File: src/rtl/id_stage_fwd_pkg.sv
// Shared decode constants for the MIPS32 decode stage: opcode/funct fields,
// ALU operation and result-select codes, reset level and the null register.
package id_stage_fwd_pkg;

  // Primary opcodes
  localparam logic [5:0] OP_SPECIAL = 6'b000000;
  localparam logic [5:0] OP_ADDIU   = 6'b001001;
  localparam logic [5:0] OP_ANDI    = 6'b001100;
  localparam logic [5:0] OP_ORI     = 6'b001101;
  localparam logic [5:0] OP_XORI    = 6'b001110;
  localparam logic [5:0] OP_LUI     = 6'b001111;

  // SPECIAL funct codes
  localparam logic [5:0] FN_SLL  = 6'b000000;
  localparam logic [5:0] FN_SRL  = 6'b000010;
  localparam logic [5:0] FN_SRA  = 6'b000011;
  localparam logic [5:0] FN_ADDU = 6'b100001;
  localparam logic [5:0] FN_SUBU = 6'b100011;
  localparam logic [5:0] FN_AND  = 6'b100100;
  localparam logic [5:0] FN_OR   = 6'b100101;
  localparam logic [5:0] FN_XOR  = 6'b100110;
  localparam logic [5:0] FN_NOR  = 6'b100111;

  // ALU operation codes
  localparam logic [7:0] EXE_NOP_OP   = 8'b00000000;
  localparam logic [7:0] EXE_AND_OP   = 8'b00100100;
  localparam logic [7:0] EXE_OR_OP    = 8'b00100101;
  localparam logic [7:0] EXE_XOR_OP   = 8'b00100110;
  localparam logic [7:0] EXE_NOR_OP   = 8'b00100111;
  localparam logic [7:0] EXE_ADDU_OP  = 8'b00100001;
  localparam logic [7:0] EXE_SUBU_OP  = 8'b00100011;
  localparam logic [7:0] EXE_ADDIU_OP = 8'b01010110;
  localparam logic [7:0] EXE_SLL_OP   = 8'b01111100;
  localparam logic [7:0] EXE_SRL_OP   = 8'b00000010;
  localparam logic [7:0] EXE_SRA_OP   = 8'b00000011;

  // ALU result-select codes
  localparam logic [2:0] EXE_RES_NOP   = 3'b000;
  localparam logic [2:0] EXE_RES_LOGIC = 3'b001;
  localparam logic [2:0] EXE_RES_SHIFT = 3'b010;
  localparam logic [2:0] EXE_RES_ARITH = 3'b100;

  localparam logic       RST_ENABLE   = 1'b1;
  localparam logic [4:0] NOP_REG_ADDR = 5'd0;

  // How the immediate operand is formed from the instruction word
  typedef enum logic [2:0] {
    IMM_NONE,
    IMM_ZEXT,
    IMM_SEXT,
    IMM_LUI,
    IMM_SA
  } imm_kind_e;

endpackage

File: src/rtl/id_stage_fwd_mux.sv
// One operand selector: immediate when the port is not read, zero for $0,
// otherwise the youngest matching forwarding source, else regfile data.
module id_fwd_mux #(
  parameter int DATA_W    = 32,
  parameter int REG_AW    = 5,
  parameter int FWD_PORTS = 2
) (
  input  logic                          read_en,
  input  logic [REG_AW-1:0]             addr,
  input  logic [DATA_W-1:0]             imm,
  input  logic [DATA_W-1:0]             rf_data,
  input  logic [FWD_PORTS-1:0]          fwd_wreg,
  input  logic [FWD_PORTS*REG_AW-1:0]   fwd_wd,
  input  logic [FWD_PORTS*DATA_W-1:0]   fwd_wdata,
  output logic [DATA_W-1:0]             operand
);

  logic hit;

  // Priority select; source 0 (EX) wins over older stages
  always_comb begin
    operand = rf_data;
    hit     = 1'b0;
    for (int k = 0; k < FWD_PORTS; k++) begin
      if (!hit && fwd_wreg[k] && (fwd_wd[k*REG_AW +: REG_AW] == addr)) begin
        operand = fwd_wdata[k*DATA_W +: DATA_W];
        hit     = 1'b1;
      end
    end
    if (addr == '0) operand = '0;
    if (!read_en)   operand = imm;
  end

endmodule

File: src/rtl/id_stage_fwd.sv
// Decode stage: instruction decode, regfile read control, operand forwarding,
// load-use hazard detection, ID/EX pipeline register and stall-cycle counter.
module id_stage_fwd
  import id_stage_fwd_pkg::*;
#(
  parameter int DATA_W    = 32,
  parameter int REG_AW    = 5,
  parameter int FWD_PORTS = 2,
  parameter int ALUOP_W   = 8,
  parameter int ALUSEL_W  = 3,
  parameter int CNT_W     = 16
) (
  input  logic                        clk,
  input  logic                        rst,
  input  logic                        id_valid_i,
  input  logic [31:0]                 pc_i,
  input  logic [31:0]                 inst_i,
  output logic                        reg1_read_o,
  output logic [REG_AW-1:0]           reg1_addr_o,
  input  logic [DATA_W-1:0]           reg1_data_i,
  output logic                        reg2_read_o,
  output logic [REG_AW-1:0]           reg2_addr_o,
  input  logic [DATA_W-1:0]           reg2_data_i,
  input  logic [FWD_PORTS-1:0]        fwd_wreg_i,
  input  logic [FWD_PORTS*REG_AW-1:0] fwd_wd_i,
  input  logic [FWD_PORTS*DATA_W-1:0] fwd_wdata_i,
  input  logic                        ex_is_load_i,
  input  logic                        stall_i,
  input  logic                        flush_i,
  output logic                        stallreq_o,
  output logic                        ex_valid_o,
  output logic [31:0]                 ex_pc_o,
  output logic [ALUOP_W-1:0]          ex_aluop_o,
  output logic [ALUSEL_W-1:0]         ex_alusel_o,
  output logic [DATA_W-1:0]           ex_reg1_o,
  output logic [DATA_W-1:0]           ex_reg2_o,
  output logic [REG_AW-1:0]           ex_wd_o,
  output logic                        ex_wreg_o,
  output logic                        ex_inst_invalid_o,
  output logic [CNT_W-1:0]            stall_cnt_o
);

  logic [5:0]          op;
  logic [5:0]          funct;
  logic                sa_zero;
  logic                rs_zero;
  logic                rtype;
  logic                shift;
  logic                itype;
  logic                known;
  logic [ALUOP_W-1:0]  aluop;
  logic [ALUSEL_W-1:0] alusel;
  logic [REG_AW-1:0]   wd;
  logic                wreg;
  imm_kind_e           imm_kind;
  logic [DATA_W-1:0]   imm;
  logic [DATA_W-1:0]   opnd1;
  logic [DATA_W-1:0]   opnd2;
  logic [REG_AW-1:0]   load_wd;
  logic                kill;

  assign op          = inst_i[31:26];
  assign funct       = inst_i[5:0];
  assign sa_zero     = (inst_i[10:6] == 5'd0);
  assign rs_zero     = (inst_i[25:21] == 5'd0);
  assign reg1_addr_o = REG_AW'(inst_i[25:21]);
  assign reg2_addr_o = REG_AW'(inst_i[20:16]);

  // Instruction decode; anything outside the supported set stays a NOP
  always_comb begin
    rtype    = 1'b0;
    shift    = 1'b0;
    itype    = 1'b0;
    aluop    = ALUOP_W'(EXE_NOP_OP);
    alusel   = ALUSEL_W'(EXE_RES_NOP);
    imm_kind = IMM_NONE;
    case (op)
      OP_SPECIAL: begin
        case (funct)
          FN_OR:   if (sa_zero) begin rtype = 1'b1; aluop = ALUOP_W'(EXE_OR_OP);   alusel = ALUSEL_W'(EXE_RES_LOGIC); end
          FN_AND:  if (sa_zero) begin rtype = 1'b1; aluop = ALUOP_W'(EXE_AND_OP);  alusel = ALUSEL_W'(EXE_RES_LOGIC); end
          FN_XOR:  if (sa_zero) begin rtype = 1'b1; aluop = ALUOP_W'(EXE_XOR_OP);  alusel = ALUSEL_W'(EXE_RES_LOGIC); end
          FN_NOR:  if (sa_zero) begin rtype = 1'b1; aluop = ALUOP_W'(EXE_NOR_OP);  alusel = ALUSEL_W'(EXE_RES_LOGIC); end
          FN_ADDU: if (sa_zero) begin rtype = 1'b1; aluop = ALUOP_W'(EXE_ADDU_OP); alusel = ALUSEL_W'(EXE_RES_ARITH); end
          FN_SUBU: if (sa_zero) begin rtype = 1'b1; aluop = ALUOP_W'(EXE_SUBU_OP); alusel = ALUSEL_W'(EXE_RES_ARITH); end
          FN_SLL:  if (rs_zero) begin shift = 1'b1; aluop = ALUOP_W'(EXE_SLL_OP);  alusel = ALUSEL_W'(EXE_RES_SHIFT); end
          FN_SRL:  if (rs_zero) begin shift = 1'b1; aluop = ALUOP_W'(EXE_SRL_OP);  alusel = ALUSEL_W'(EXE_RES_SHIFT); end
          FN_SRA:  if (rs_zero) begin shift = 1'b1; aluop = ALUOP_W'(EXE_SRA_OP);  alusel = ALUSEL_W'(EXE_RES_SHIFT); end
          default: ;
        endcase
        if (shift) imm_kind = IMM_SA;
      end
      OP_ORI:   begin itype = 1'b1; imm_kind = IMM_ZEXT; aluop = ALUOP_W'(EXE_OR_OP);    alusel = ALUSEL_W'(EXE_RES_LOGIC); end
      OP_ANDI:  begin itype = 1'b1; imm_kind = IMM_ZEXT; aluop = ALUOP_W'(EXE_AND_OP);   alusel = ALUSEL_W'(EXE_RES_LOGIC); end
      OP_XORI:  begin itype = 1'b1; imm_kind = IMM_ZEXT; aluop = ALUOP_W'(EXE_XOR_OP);   alusel = ALUSEL_W'(EXE_RES_LOGIC); end
      OP_ADDIU: begin itype = 1'b1; imm_kind = IMM_SEXT; aluop = ALUOP_W'(EXE_ADDIU_OP); alusel = ALUSEL_W'(EXE_RES_ARITH); end
      OP_LUI:   begin itype = 1'b1; imm_kind = IMM_LUI;  aluop = ALUOP_W'(EXE_OR_OP);    alusel = ALUSEL_W'(EXE_RES_LOGIC); end
      default: ;
    endcase
  end

  // Read enables, destination and the immediate operand
  always_comb begin
    known       = rtype | shift | itype;
    reg1_read_o = rtype | itype;
    reg2_read_o = rtype | shift;
    wreg        = known;
    if (rtype || shift) wd = REG_AW'(inst_i[15:11]);
    else if (itype)     wd = REG_AW'(inst_i[20:16]);
    else                wd = REG_AW'(NOP_REG_ADDR);
    case (imm_kind)
      IMM_ZEXT: imm = DATA_W'(inst_i[15:0]);
      IMM_SEXT: imm = {{(DATA_W-16){inst_i[15]}}, inst_i[15:0]};
      IMM_LUI:  imm = DATA_W'({inst_i[15:0], 16'h0000});
      IMM_SA:   imm = DATA_W'(inst_i[10:6]);
      default:  imm = '0;
    endcase
  end

  id_fwd_mux #(.DATA_W(DATA_W), .REG_AW(REG_AW), .FWD_PORTS(FWD_PORTS)) u_fwd1 (
    .read_en(reg1_read_o), .addr(reg1_addr_o), .imm(imm), .rf_data(reg1_data_i),
    .fwd_wreg(fwd_wreg_i), .fwd_wd(fwd_wd_i), .fwd_wdata(fwd_wdata_i), .operand(opnd1)
  );

  id_fwd_mux #(.DATA_W(DATA_W), .REG_AW(REG_AW), .FWD_PORTS(FWD_PORTS)) u_fwd2 (
    .read_en(reg2_read_o), .addr(reg2_addr_o), .imm(imm), .rf_data(reg2_data_i),
    .fwd_wreg(fwd_wreg_i), .fwd_wd(fwd_wd_i), .fwd_wdata(fwd_wdata_i), .operand(opnd2)
  );

  // Load-use hazard: the load in EX targets a register this instruction reads
  always_comb begin
    load_wd    = fwd_wd_i[REG_AW-1:0];
    stallreq_o = id_valid_i & ex_is_load_i & fwd_wreg_i[0] & (load_wd != '0) &
                 ((reg1_read_o & (load_wd == reg1_addr_o)) |
                  (reg2_read_o & (load_wd == reg2_addr_o)));
  end

  // A bubble is loaded on reset/flush, or when not held and the slot is empty or hazarded
  assign kill = (rst == RST_ENABLE) | flush_i | (~stall_i & (stallreq_o | ~id_valid_i));

  // ID/EX pipeline register
  always_ff @(posedge clk) begin
    if (kill) begin
      ex_valid_o        <= 1'b0;
      ex_pc_o           <= '0;
      ex_aluop_o        <= ALUOP_W'(EXE_NOP_OP);
      ex_alusel_o       <= ALUSEL_W'(EXE_RES_NOP);
      ex_reg1_o         <= '0;
      ex_reg2_o         <= '0;
      ex_wd_o           <= REG_AW'(NOP_REG_ADDR);
      ex_wreg_o         <= 1'b0;
      ex_inst_invalid_o <= 1'b0;
    end else if (!stall_i) begin
      ex_valid_o        <= 1'b1;
      ex_pc_o           <= pc_i;
      ex_aluop_o        <= aluop;
      ex_alusel_o       <= alusel;
      ex_reg1_o         <= opnd1;
      ex_reg2_o         <= opnd2;
      ex_wd_o           <= wd;
      ex_wreg_o         <= wreg;
      ex_inst_invalid_o <= ~known;
    end
  end

  // Saturating count of cycles spent requesting a load-use stall
  always_ff @(posedge clk) begin
    if (rst == RST_ENABLE)                  stall_cnt_o <= '0;
    else if (stallreq_o && stall_cnt_o != '1) stall_cnt_o <= stall_cnt_o + 1'b1;
  end

endmodule
File: config.mk
export PLATFORM = sky130hd
export DESIGN_NAME = id_stage_fwd
export DESIGN_NICKNAME = d
export VERILOG_FILES = /design/src/rtl/id_stage_fwd_pkg.sv /design/src/rtl/id_stage_fwd_mux.sv /design/src/rtl/id_stage_fwd.sv
export SDC_FILE = /design/constraint.sdc
export NUM_CORES = 1
export LEC_CHECK = 0
export BUFFER_PORTS_ARGS = -buffer_cell sky130_fd_sc_hd__buf_2
export CAP_MARGIN = 40
export CORE_AREA = 2 2 138 140
export CTS_CLUSTER_DIAMETER = 120
export DETAILED_ROUTE_END_ITERATION = 6
export DIE_AREA = 0 0 140 142
export PLACE_DENSITY = 0.7
export SLEW_MARGIN = 10
export SYNTH_ARGS = -nofsm -noshare
export SYNTH_HDL_FRONTEND = slang
export SYNTH_SLANG_ARGS = --single-unit
File: constraint.sdc
create_clock -name clk -period 4.9 [get_ports clk]
set_input_delay 0.98 -clock clk [delete_from_list [all_inputs] [get_ports clk]]
set_output_delay 0.98 -clock clk [all_outputs]
set_load 0.02 [all_outputs]
==> results.rst, run 1 <==
.. list-table::
   :header-rows: 1

   * - Metric
     - Value
   * - Vertical die dimension
     - 142 um
   * - Number of antenna violations at the first check in global routing
     - 3
   * - Filler Cells Inserted
     - between 1500 and 2000
   * - Setup Crit Path Kind
     - input pin to output pin
   * - Proportion of synthesized area in mux cells
     - 13.0%
   * - Post-synth EDFFs
     - 0
   * - Vias
     - roughly 7700
   * - Relative contribution of sequential cells to total power
     - 38.4%
   * - DR vias/cell
     - 5.48
   * - Num rows
     - 50
   * - Clock group share of total power
     - approximately half
   * - Number of buffer cells added on primary ports
     - 352
   * - Area delta synth->final
     - 35.8%
   * - Final number of hold-violating endpoints
     - 0
   * - Core area
     - 0.0185 mm^2
   * - Outcome
     - complete, but fails checks
   * - Area fraction of the dominant cell type after synthesis
     - a little over a third
   * - Root Driver
     - sky130_fd_sc_hd__clkbuf_16
   * - Fraction of synthesized cell area in xor and xnor cells
     - 2.69%
   * - Fraction of final layout cells sized beyond drive strength 1
     - 34.7%
   * - Critical path data required time
     - between 3 and 4 ns
   * - Seq/Total Area, Yosys
     - 36.1%
   * - Synth cell count leaders
     - sky130_fd_sc_hd__dfxtp_1 (129), sky130_fd_sc_hd__nor2_1 (129), sky130_fd_sc_hd__mux2i_1 (92)
   * - RSZ-0062 raised after global routing
     - no
   * - Num Clock Sinks
     - 129
   * - Simple-gate share of the synthesized area
     - roughly 16%
   * - Register clock-pin slew on the reported worst setup and hold paths
     - 0.05 ns
   * - CTS buffer count
     - 17
   * - Worst reg2reg path startpoint
     - stall_cnt_o[6]
   * - Commonest register cell after synthesis
     - sky130_fd_sc_hd__dfxtp_1
   * - Adder-cell share of the synthesized area
     - 0.175%
   * - Weighted congestion at the end of routability-driven global placement
     - 0.863
   * - Startpoint types
     - input pin
   * - Remaining design rule violation count
     - 33
   * - H-tree level count
     - 4
   * - Static leakage power
     - 4.12 nW
   * - Number of slew-limit violations in the final report
     - 0
   * - Worst-case clock buffer depth
     - 2
   * - Accumulated negative setup slack
     - 0 ns
   * - Peak ir drop on the vdd network
     - 0.243 mV
   * - Normalized max-slew margin
     - 41.7%
   * - Count of pins on the block boundary
     - about 350
   * - Cell Area, Synth
     - 0.00715 mm^2
   * - Flip-flop and latch count after synthesis
     - 129
   * - Wire length per cell after detailed routing
     - about 19 um
   * - Power per cell area
     - slightly below 300 mW/mm^2
   * - Largest clock skew in the final design
     - ~0.0093 ns
   * - Mean cell area of the mapped netlist
     - 8.40 um^2
   * - Cell internal pwr
     - 2.09 mW
   * - Final setup violation count
     - 0
   * - Die X-Extent
     - 140 um
   * - Net Sw Power
     - 0.731 mW
   * - Count of nets after finishing
     - 1368
   * - Number of library cell types mapped by synthesis
     - 48
   * - Share of the clock period used by the worst path after layout
     - 80.1%
   * - DR iter-0 viols
     - 593
   * - Routed wire length
     - 26600 um
   * - Post-CTS sizing
     - 0
   * - Wire length of the first global-routing pass
     - 40100 um
   * - Initial standard-cell utilization of the core
     - 38.7%
   * - Share of the synthesized area in compound gates (AO/OA/AOI/OAI)
     - 24.7%
   * - Smallest setup slack after layout
     - 0.975 ns
   * - Maximum clock rate
     - 255 MHz
   * - MaxCap Viol Count
     - 0
   * - Final hold slack
     - 0.449 ns
   * - Setup slack at placement
     - 0.946 ns
   * - Hold Startpoint
     - ex_valid_o
   * - Estimated wirelength of the detail-placed design
     - just over 20000 um
   * - Overall Global Routing Usage
     - around a quarter
   * - Critical Path Start
     - inst_i[22]
   * - Violations in the final reports
     - DRC
   * - Async set or reset register ratio after synthesis
     - 0%
   * - Gate count after technology mapping
     - 851
   * - Postcts setup bufs
     - 0
   * - Max Fanout on Critical Path
     - 5
   * - Classification of the worst-slack hold path
     - register to register
   * - Detailed Routing Iterations Pass 1
     - 7
   * - Overflow after GRT
     - 0
   * - Post-synthesis net count
     - 1062
   * - Library cell occupying the most area in the post-synthesis netlist
     - sky130_fd_sc_hd__dfxtp_1
   * - Endpoint kind of the worst setup timing path
     - output pin
   * - Data arrival time of the critical path
     - a little under 3 ns
   * - Area of the die
     - 0.0199 mm^2
   * - Main combinational cell family by area after synthesis
     - compound AO/OA/AOI/OAI gates
   * - Clock latency of the later-clocked register in the worst-skew pair
     - 0.41 ns
   * - Final critical delay including setup and external delays
     - a little under 4 ns
   * - Fraction of power consumed by combinational cells
     - 13.4%
   * - Via count of the first global-routing pass
     - 7283
   * - Net switching share of the total power
     - 25.9%
   * - Number of warnings issued by yosys
     - 0
   * - TritonCTS clock tree
     - built
   * - Post-DRT Antenna Nets
     - 0
   * - Leading cell types by total area after synthesis
     - sky130_fd_sc_hd__dfxtp_1 (36%), sky130_fd_sc_hd__mux2i_1 (13%), sky130_fd_sc_hd__a2111o_1 (6.9%)
   * - Number of buffers inserted for hold repair after clock tree synthesis
     - 0
   * - Worst-margin pin slew
     - 0.872 ns
   * - Pin count of the biggest net entering global routing
     - a little over 70
[power groups by stage]
| stage | Combinational [mW] | Clock (mW) | Sequential, mW |
|---|---|---|---|
| floorplan | 0.167 | 0 | 1.13 |
| global placement | 0.371 | 0 | 1.10 |
| detailed placement | 0.377 | 0 | 1.10 |
| CTS | 0.378 | 1.38 | 1.08 |
| global route | 0.411 | 1.42 | 1.08 |
| finish | 0.378 | 1.36 | 1.08 |
[flip-flops by register name (all words and copies together) (netlist names)]
name               cells
ex_wreg_o              1
stall_cnt_o           16
ex_aluop_o             6
ex_inst_invalid_o      1
ex_reg1_o             32
ex_reg2_o             32
ex_pc_o               32
ex_valid_o             1
ex_alusel_o            3
ex_wd_o                5
[layer usage]
metal  share of wire (%)  GRT usage, %  wire, um  vias up
met4                 1.4          5.69       365        2
met1                  42          33.0     11300     3616
met5               0.049             0        13        -
met2                  49          43.9     13100      314
met3                 7.1          6.66      1890       27
li1                    -             -         -     3751
[cell type report]
class / count / area [um^2] / area share, %
Clock inverter: 13 / 183 / 1.88
Inverter: 32 / 120 / 1.24
Timing Repair Buffer: 370 / 1990 / 20.5
Tap cell: 234 / 293 / 3.01
Clock buffer: 19 / 443 / 4.56
Multi-Input combinational cell: 607 / 4090 / 42.1
Sequential cell: 129 / 2580 / 26.6
Antenna cell: 2 / 5.00 / 0.0515
[placed cells by master, fill, tap and decap left out, types with 5 or more instances in the layout]
cell type / synthesis / final
sky130_fd_sc_hd__a21oi_1: 86 / 86
sky130_fd_sc_hd__nand4_1: 9 / 9
sky130_fd_sc_hd__a221oi_1: 23 / 23
sky130_fd_sc_hd__nor2_1: 129 / 129
sky130_fd_sc_hd__nor4_1: 5 / 5
sky130_fd_sc_hd__o31ai_1: 8 / 8
sky130_fd_sc_hd__or4_1: 10 / 10
sky130_fd_sc_hd__o21ai_0: 9 / 9
sky130_fd_sc_hd__dfxtp_1: 129 / 129
sky130_fd_sc_hd__mux2i_1: 92 / 92
sky130_fd_sc_hd__nor3_1: 12 / 12
sky130_fd_sc_hd__buf_12: 0 / 5
sky130_fd_sc_hd__a2111o_1: 44 / 44
sky130_fd_sc_hd__a2111oi_0: 5 / 5
sky130_fd_sc_hd__clkbuf_16: 0 / 17
sky130_fd_sc_hd__buf_4: 12 / 10
sky130_fd_sc_hd__nor3b_1: 9 / 9
sky130_fd_sc_hd__or3_1: 9 / 9
sky130_fd_sc_hd__a211oi_1: 7 / 7
sky130_fd_sc_hd__a211o_1: 16 / 16
sky130_fd_sc_hd__nand3_1: 14 / 14
sky130_fd_sc_hd__xor2_1: 18 / 18
sky130_fd_sc_hd__o31a_1: 5 / 5
sky130_fd_sc_hd__a22oi_1: 17 / 17
sky130_fd_sc_hd__inv_1: 31 / 31
sky130_fd_sc_hd__buf_2: 15 / 351
sky130_fd_sc_hd__nand2_1: 41 / 41
[final timing paths]
| kind | endpoint | slack [ns] | cells past startpoint |
|---|---|---|---|
| max | stallreq_o | 0.97 | 7 |
| min | ex_valid_o | 0.45 | 2 |
| max reg2reg | stall_cnt_o[6] | 2.76 | 6 |
| min reg2reg | ex_valid_o | 0.45 | 2 |
[through the flow]
stage / cells / instance area (um^2) / power, mW / util (%)
after global placement: 1366 / 8980 / 1.48 / 48.7
after CTS: 1404 / 9710 / 2.84 / 52.6
after global routing: 1405 / 9710 / 2.91 / 52.6
after detailed placement: 1372 / 9080 / 1.48 / 49.2
final: 1406 / 9710 / 2.82 / 52.6
after floorplan: 851 / 7150 / 1.30 / -
[kinds of logic (layout without fill, tap and decap cells)]
group	Yosys count	in the layout
AND/OR/NAND/NOR	255	255
AO/OA/AOI/OAI	235	235
flip-flops	129	129
buffers and inverters	115	434
multiplexers	93	93
XOR/XNOR	22	22
adder cells (fa/ha/maj)	1	1
other	1	3
[worst max-delay path, stage by stage]
cell and delay, ns:
sky130_fd_sc_hd__buf_2 0.13, sky130_fd_sc_hd__or4_1 0.58, sky130_fd_sc_hd__or3_1 0.38, sky130_fd_sc_hd__a2bb2oi_1 0.21, sky130_fd_sc_hd__o32a_1 0.43, sky130_fd_sc_hd__inv_1 0.07, sky130_fd_sc_hd__buf_2 0.15
No activity file was read; power rests on OpenSTA's default activity.
==> run 2, diff against run 1 <==
ABC_AREA = 1   (was default)
CORE_AREA = default   (was 2 2 138 140)
CORE_MARGIN = 2   (was default)
CORE_UTILIZATION = 44   (was default)
DIE_AREA = default   (was 0 0 140 142)
PLACE_DENSITY = 0.78   (was 0.7)
clock period = 3.4 ns   (was 4.9 ns; I/O delays follow)
==> run 2 against run 1 <==
  * The flow still finishes with violations (DRC)
  * Register-to-register slack got worse by 1.8 ns
  * Utilization increased by 4.8 points
  * Cell count grew 36%
  * Flip-flop and latch count unchanged
  * Combinational power is 77% higher
  * Sequential share of layout area shrank 2.4 points
  * Die area is 0.18% higher
  * First-iteration DRC count increased by 35%
  * Critical path depth is 4 higher
  * Critical path type unchanged
  * Largest power group unchanged
  * Highest routed layer is now met4
==> results.rst, run 2 <==
.. list-table::
   :header-rows: 1

   * - Metric
     - Value
   * - Cell Area, Synth
     - 0.00827 mm^2 (+16%)
   * - Clock latency of the later-clocked register in the worst-skew pair
     - 0.42 ns (about the same)
   * - Number of warnings issued by yosys
     - 0 (unchanged)
   * - Fraction of final layout cells sized beyond drive strength 1
     - 28.4% (-6.3 points)
   * - Critical path data required time
     - 2.72 ns (-1.20 ns)
   * - Data arrival time of the critical path
     - 2.37 ns (-0.58 ns)
   * - Post-synthesis net count
     - 1574 (+48%)
   * - Vertical die dimension
     - 141 um (-0.62%)
   * - Area of the die
     - 0.0199 mm^2 (+0.18%)
   * - Accumulated negative setup slack
     - 0 ns (unchanged)
   * - Gate count after technology mapping
     - 1363 (+60%)
   * - Vias
     - 10091 (+31%)
   * - Post-Layout Cell Count
     - 1914 (+36%)
   * - RSZ-0062 raised after global routing
     - no
   * - TritonCTS clock tree
     - built
   * - Max Fanout on Critical Path
     - 8 (+3)
   * - Remaining design rule violation count
     - 5 (-85%)
   * - Peak ir drop on the vdd network
     - 0.338 mV (+39%)
   * - Final Cell Area
     - 0.0107 mm^2 (+9.8%)
   * - Final setup violation count
     - 0 (unchanged)
   * - Post-CTS sizing
     - 0 (unchanged)
   * - Largest clock skew in the final design
     - 0.00464 ns (-0.00470 ns)
   * - Worst reg2reg path startpoint
     - stall_cnt_o[0]
   * - Mean cell area of the mapped netlist
     - 6.07 um^2 (-28%)
   * - Weighted congestion at the end of routability-driven global placement
     - 0.983 (+14%)
   * - Post-DRT Antenna Nets
     - 0 (unchanged)
   * - Startpoint types
     - input pin
   * - DP Area
     - 0.0101 mm^2 (+11%)
   * - Final hold slack
     - 0.461 ns (+0.0127 ns)
   * - Core area
     - 0.0186 mm^2 (+0.68%)
   * - Flip-flop and latch count after synthesis
     - 129 (unchanged)
   * - Final number of hold-violating endpoints
     - 0 (unchanged)
   * - Endpoint kind of the worst setup timing path
     - output pin
   * - Number of buffers inserted for hold repair after clock tree synthesis
     - 0 (unchanged)
   * - Area delta synth->final
     - 28.9%
   * - Commonest cells after routing, fill and taps aside
     - sky130_fd_sc_hd__nand2_1 (361), sky130_fd_sc_hd__buf_2 (351), sky130_fd_sc_hd__inv_1 (167)
   * - Most frequently used cell type in the post-synthesis netlist
     - sky130_fd_sc_hd__nand2_1
   * - Worst-margin pin slew
     - 0.727 ns (-0.145 ns)
   * - Setup Crit Path Kind
     - input pin to output pin
   * - Wire length per cell after detailed routing
     - 15.9 um (-16%)
   * - Final critical delay including setup and external delays
     - 3.05 ns
   * - Post-synth EDFFs
     - 0 (unchanged)
   * - Number of buffer cells added on primary ports
     - 352 (unchanged)
   * - Seq/Total Area, Yosys
     - 31.2% (-4.9 points)
   * - Estimated wirelength of the detail-placed design
     - 23200 um (+14%)
   * - Worst-case clock buffer depth
     - 2 (unchanged)
   * - DR iter-0 viols
     - 800 (+35%)
   * - Root Driver
     - sky130_fd_sc_hd__clkbuf_16
   * - Violations in the final reports
     - DRC
   * - Postcts setup bufs
     - 0 (unchanged)
   * - Share of the clock period used by the worst path after layout
     - 89.6%
   * - Synth cell count leaders
     - sky130_fd_sc_hd__nand2_1 (363), sky130_fd_sc_hd__inv_1 (167), sky130_fd_sc_hd__nand3_1 (131)
   * - Library cell occupying the most area in the post-synthesis netlist
     - sky130_fd_sc_hd__dfxtp_1
   * - Num rows
     - 50 (unchanged)
   * - Total instance count after detailed placement
     - 1878 (+37%)
   * - Number of slew-limit violations in the final report
     - 0 (unchanged)
   * - Critical Path Start
     - inst_i[8]
   * - Leading cell types by total area after synthesis
     - sky130_fd_sc_hd__dfxtp_1 (31%), sky130_fd_sc_hd__nand2_1 (16%), sky130_fd_sc_hd__nand3_1 (7.9%)
   * - Num Clock Sinks
     - 129 (unchanged)
   * - Final core utilization
     - 57.4% (+4.8 points)
   * - Overall Global Routing Usage
     - 29.9% (+4.2 points)
   * - Static leakage power
     - 5.86 nW (+42%)
   * - H-tree level count
     - 4 (unchanged)
   * - Register clock-pin slew on the reported worst setup and hold paths
     - 0.07 ns (+0.02 ns)
   * - Async set or reset register ratio after synthesis
     - 0% (unchanged)
   * - Classification of the worst-slack hold path
     - register to register
   * - Count of nets after finishing
     - 1874 (+37%)
   * - Number of antenna violations at the first check in global routing
     - 4 (+1)
   * - Maximum clock rate
     - 328 MHz
   * - CTS buffer count
     - 17 (unchanged)
   * - Outcome
     - complete, but fails checks
   * - Overflow after GRT
     - 0 (unchanged)
   * - DR vias/cell
     - 5.27 (-3.9%)
   * - MaxCap Viol Count
     - 0 (unchanged)
   * - Setup slack of the most critical reg-to-reg path
     - 0.95 ns (-1.81 ns)
   * - Initial standard-cell utilization of the core
     - 44.5% (+5.8 points)
   * - Power per cell area
     - 382 mW/mm^2 (+32%)
   * - Die X-Extent
     - 141 um (+0.80%)
   * - Commonest register cell after synthesis
     - sky130_fd_sc_hd__dfxtp_1
   * - Area fraction of the dominant cell type after synthesis
     - 31.2% (-4.9 points)
   * - Via count of the first global-routing pass
     - 9104 (+25%)
   * - Number of library cell types mapped by synthesis
     - 38 (-21%)
   * - Count of pins on the block boundary
     - 354 (unchanged)
   * - Wire length of the first global-routing pass
     - 47200 um (+18%)
   * - Hold Startpoint
     - ex_pc_o[17]
   * - Normalized max-slew margin
     - 51.5% (+9.9 points)
   * - Registers with the most flip-flops
     - ex_pc_o: 32 flops, ex_reg1_o: 32 flops, ex_reg2_o: 32 flops
   * - Most common library cell in the layout ignoring fill and taps
     - sky130_fd_sc_hd__nand2_1
   * - Detailed Routing Iterations Pass 1
     - 7 (unchanged)
   * - Pin count of the biggest net entering global routing
     - 49 (-32%)
   * - Routed wire length
     - 30400 um (+14%)
[run 2: worst max-delay path, stage by stage]
cell and delay [ns]:
sky130_fd_sc_hd__buf_2 0.10, sky130_fd_sc_hd__inv_1 0.21, sky130_fd_sc_hd__nand3_1 0.16, sky130_fd_sc_hd__nor2_1 0.22, sky130_fd_sc_hd__nand2_1 0.19, sky130_fd_sc_hd__nand2_2 0.19, sky130_fd_sc_hd__nand2_1 0.07, sky130_fd_sc_hd__nand2_1 0.07
sky130_fd_sc_hd__nand2_1 0.12, sky130_fd_sc_hd__inv_2 0.16, sky130_fd_sc_hd__buf_2 0.19
[run 2: final timing paths]
kind,end,cells after the start
max,stallreq_o,11
min,ex_pc_o[17],2
max reg2reg,stall_cnt_o[9],8
min reg2reg,ex_pc_o[17],2
[run 2: cell families (layout without fill, tap and decap cells)]
family / Yosys count / after routing / synth area share [%]
other: 1 / 5 / 0.0453
adder cells (fa/ha/maj): 1 / 1 / 0.151
AND/OR/NAND/NOR: 721 / 721 / 38.1
flip-flops: 129 / 129 / 31.2
buffers and inverters: 266 / 579 / 13.6
XOR/XNOR: 21 / 21 / 2.22
AO/OA/AOI/OAI: 224 / 224 / 14.7
[run 2: power by group]
group | total (mW) | internal [mW] | leakage (nW) | switching, mW
Sequential | 1.56 | 1.54 | 1.05 | 0.0155
Clock | 1.84 | 1.04 | 0.281 | 0.802
Combinational | 0.670 | 0.258 | 4.53 | 0.412
[run 2: per-stage QoR]
stage,setup WS [ns],total power [mW]
after floorplan,0.801,1.98
after global placement,0.505,2.25
after detailed placement,0.457,2.25
after CTS,0.430,4.09
after global routing,0.255,4.25
final,0.354,4.07
[run 2: metal layers]
metal,global-route usage (%),routed length (um),vias up,part of all wire (%)
met3,7.10,2500,61,8.2
met5,0,0,-,0
met4,12.2,834,0,2.7
li1,-,-,4932,-
met2,47.2,14100,509,46
met1,39.5,13000,4589,43
[run 2: area by class of cell]
cell class	instances	area, um^2
fill	1865	7910
multi-input combinational	968	4570
inverter	172	648
clock buffer	17	425
antenna	4	10.0
tap	234	293
clock inverter	15	161
sequential	129	2580
timing repair buffer	375	1970
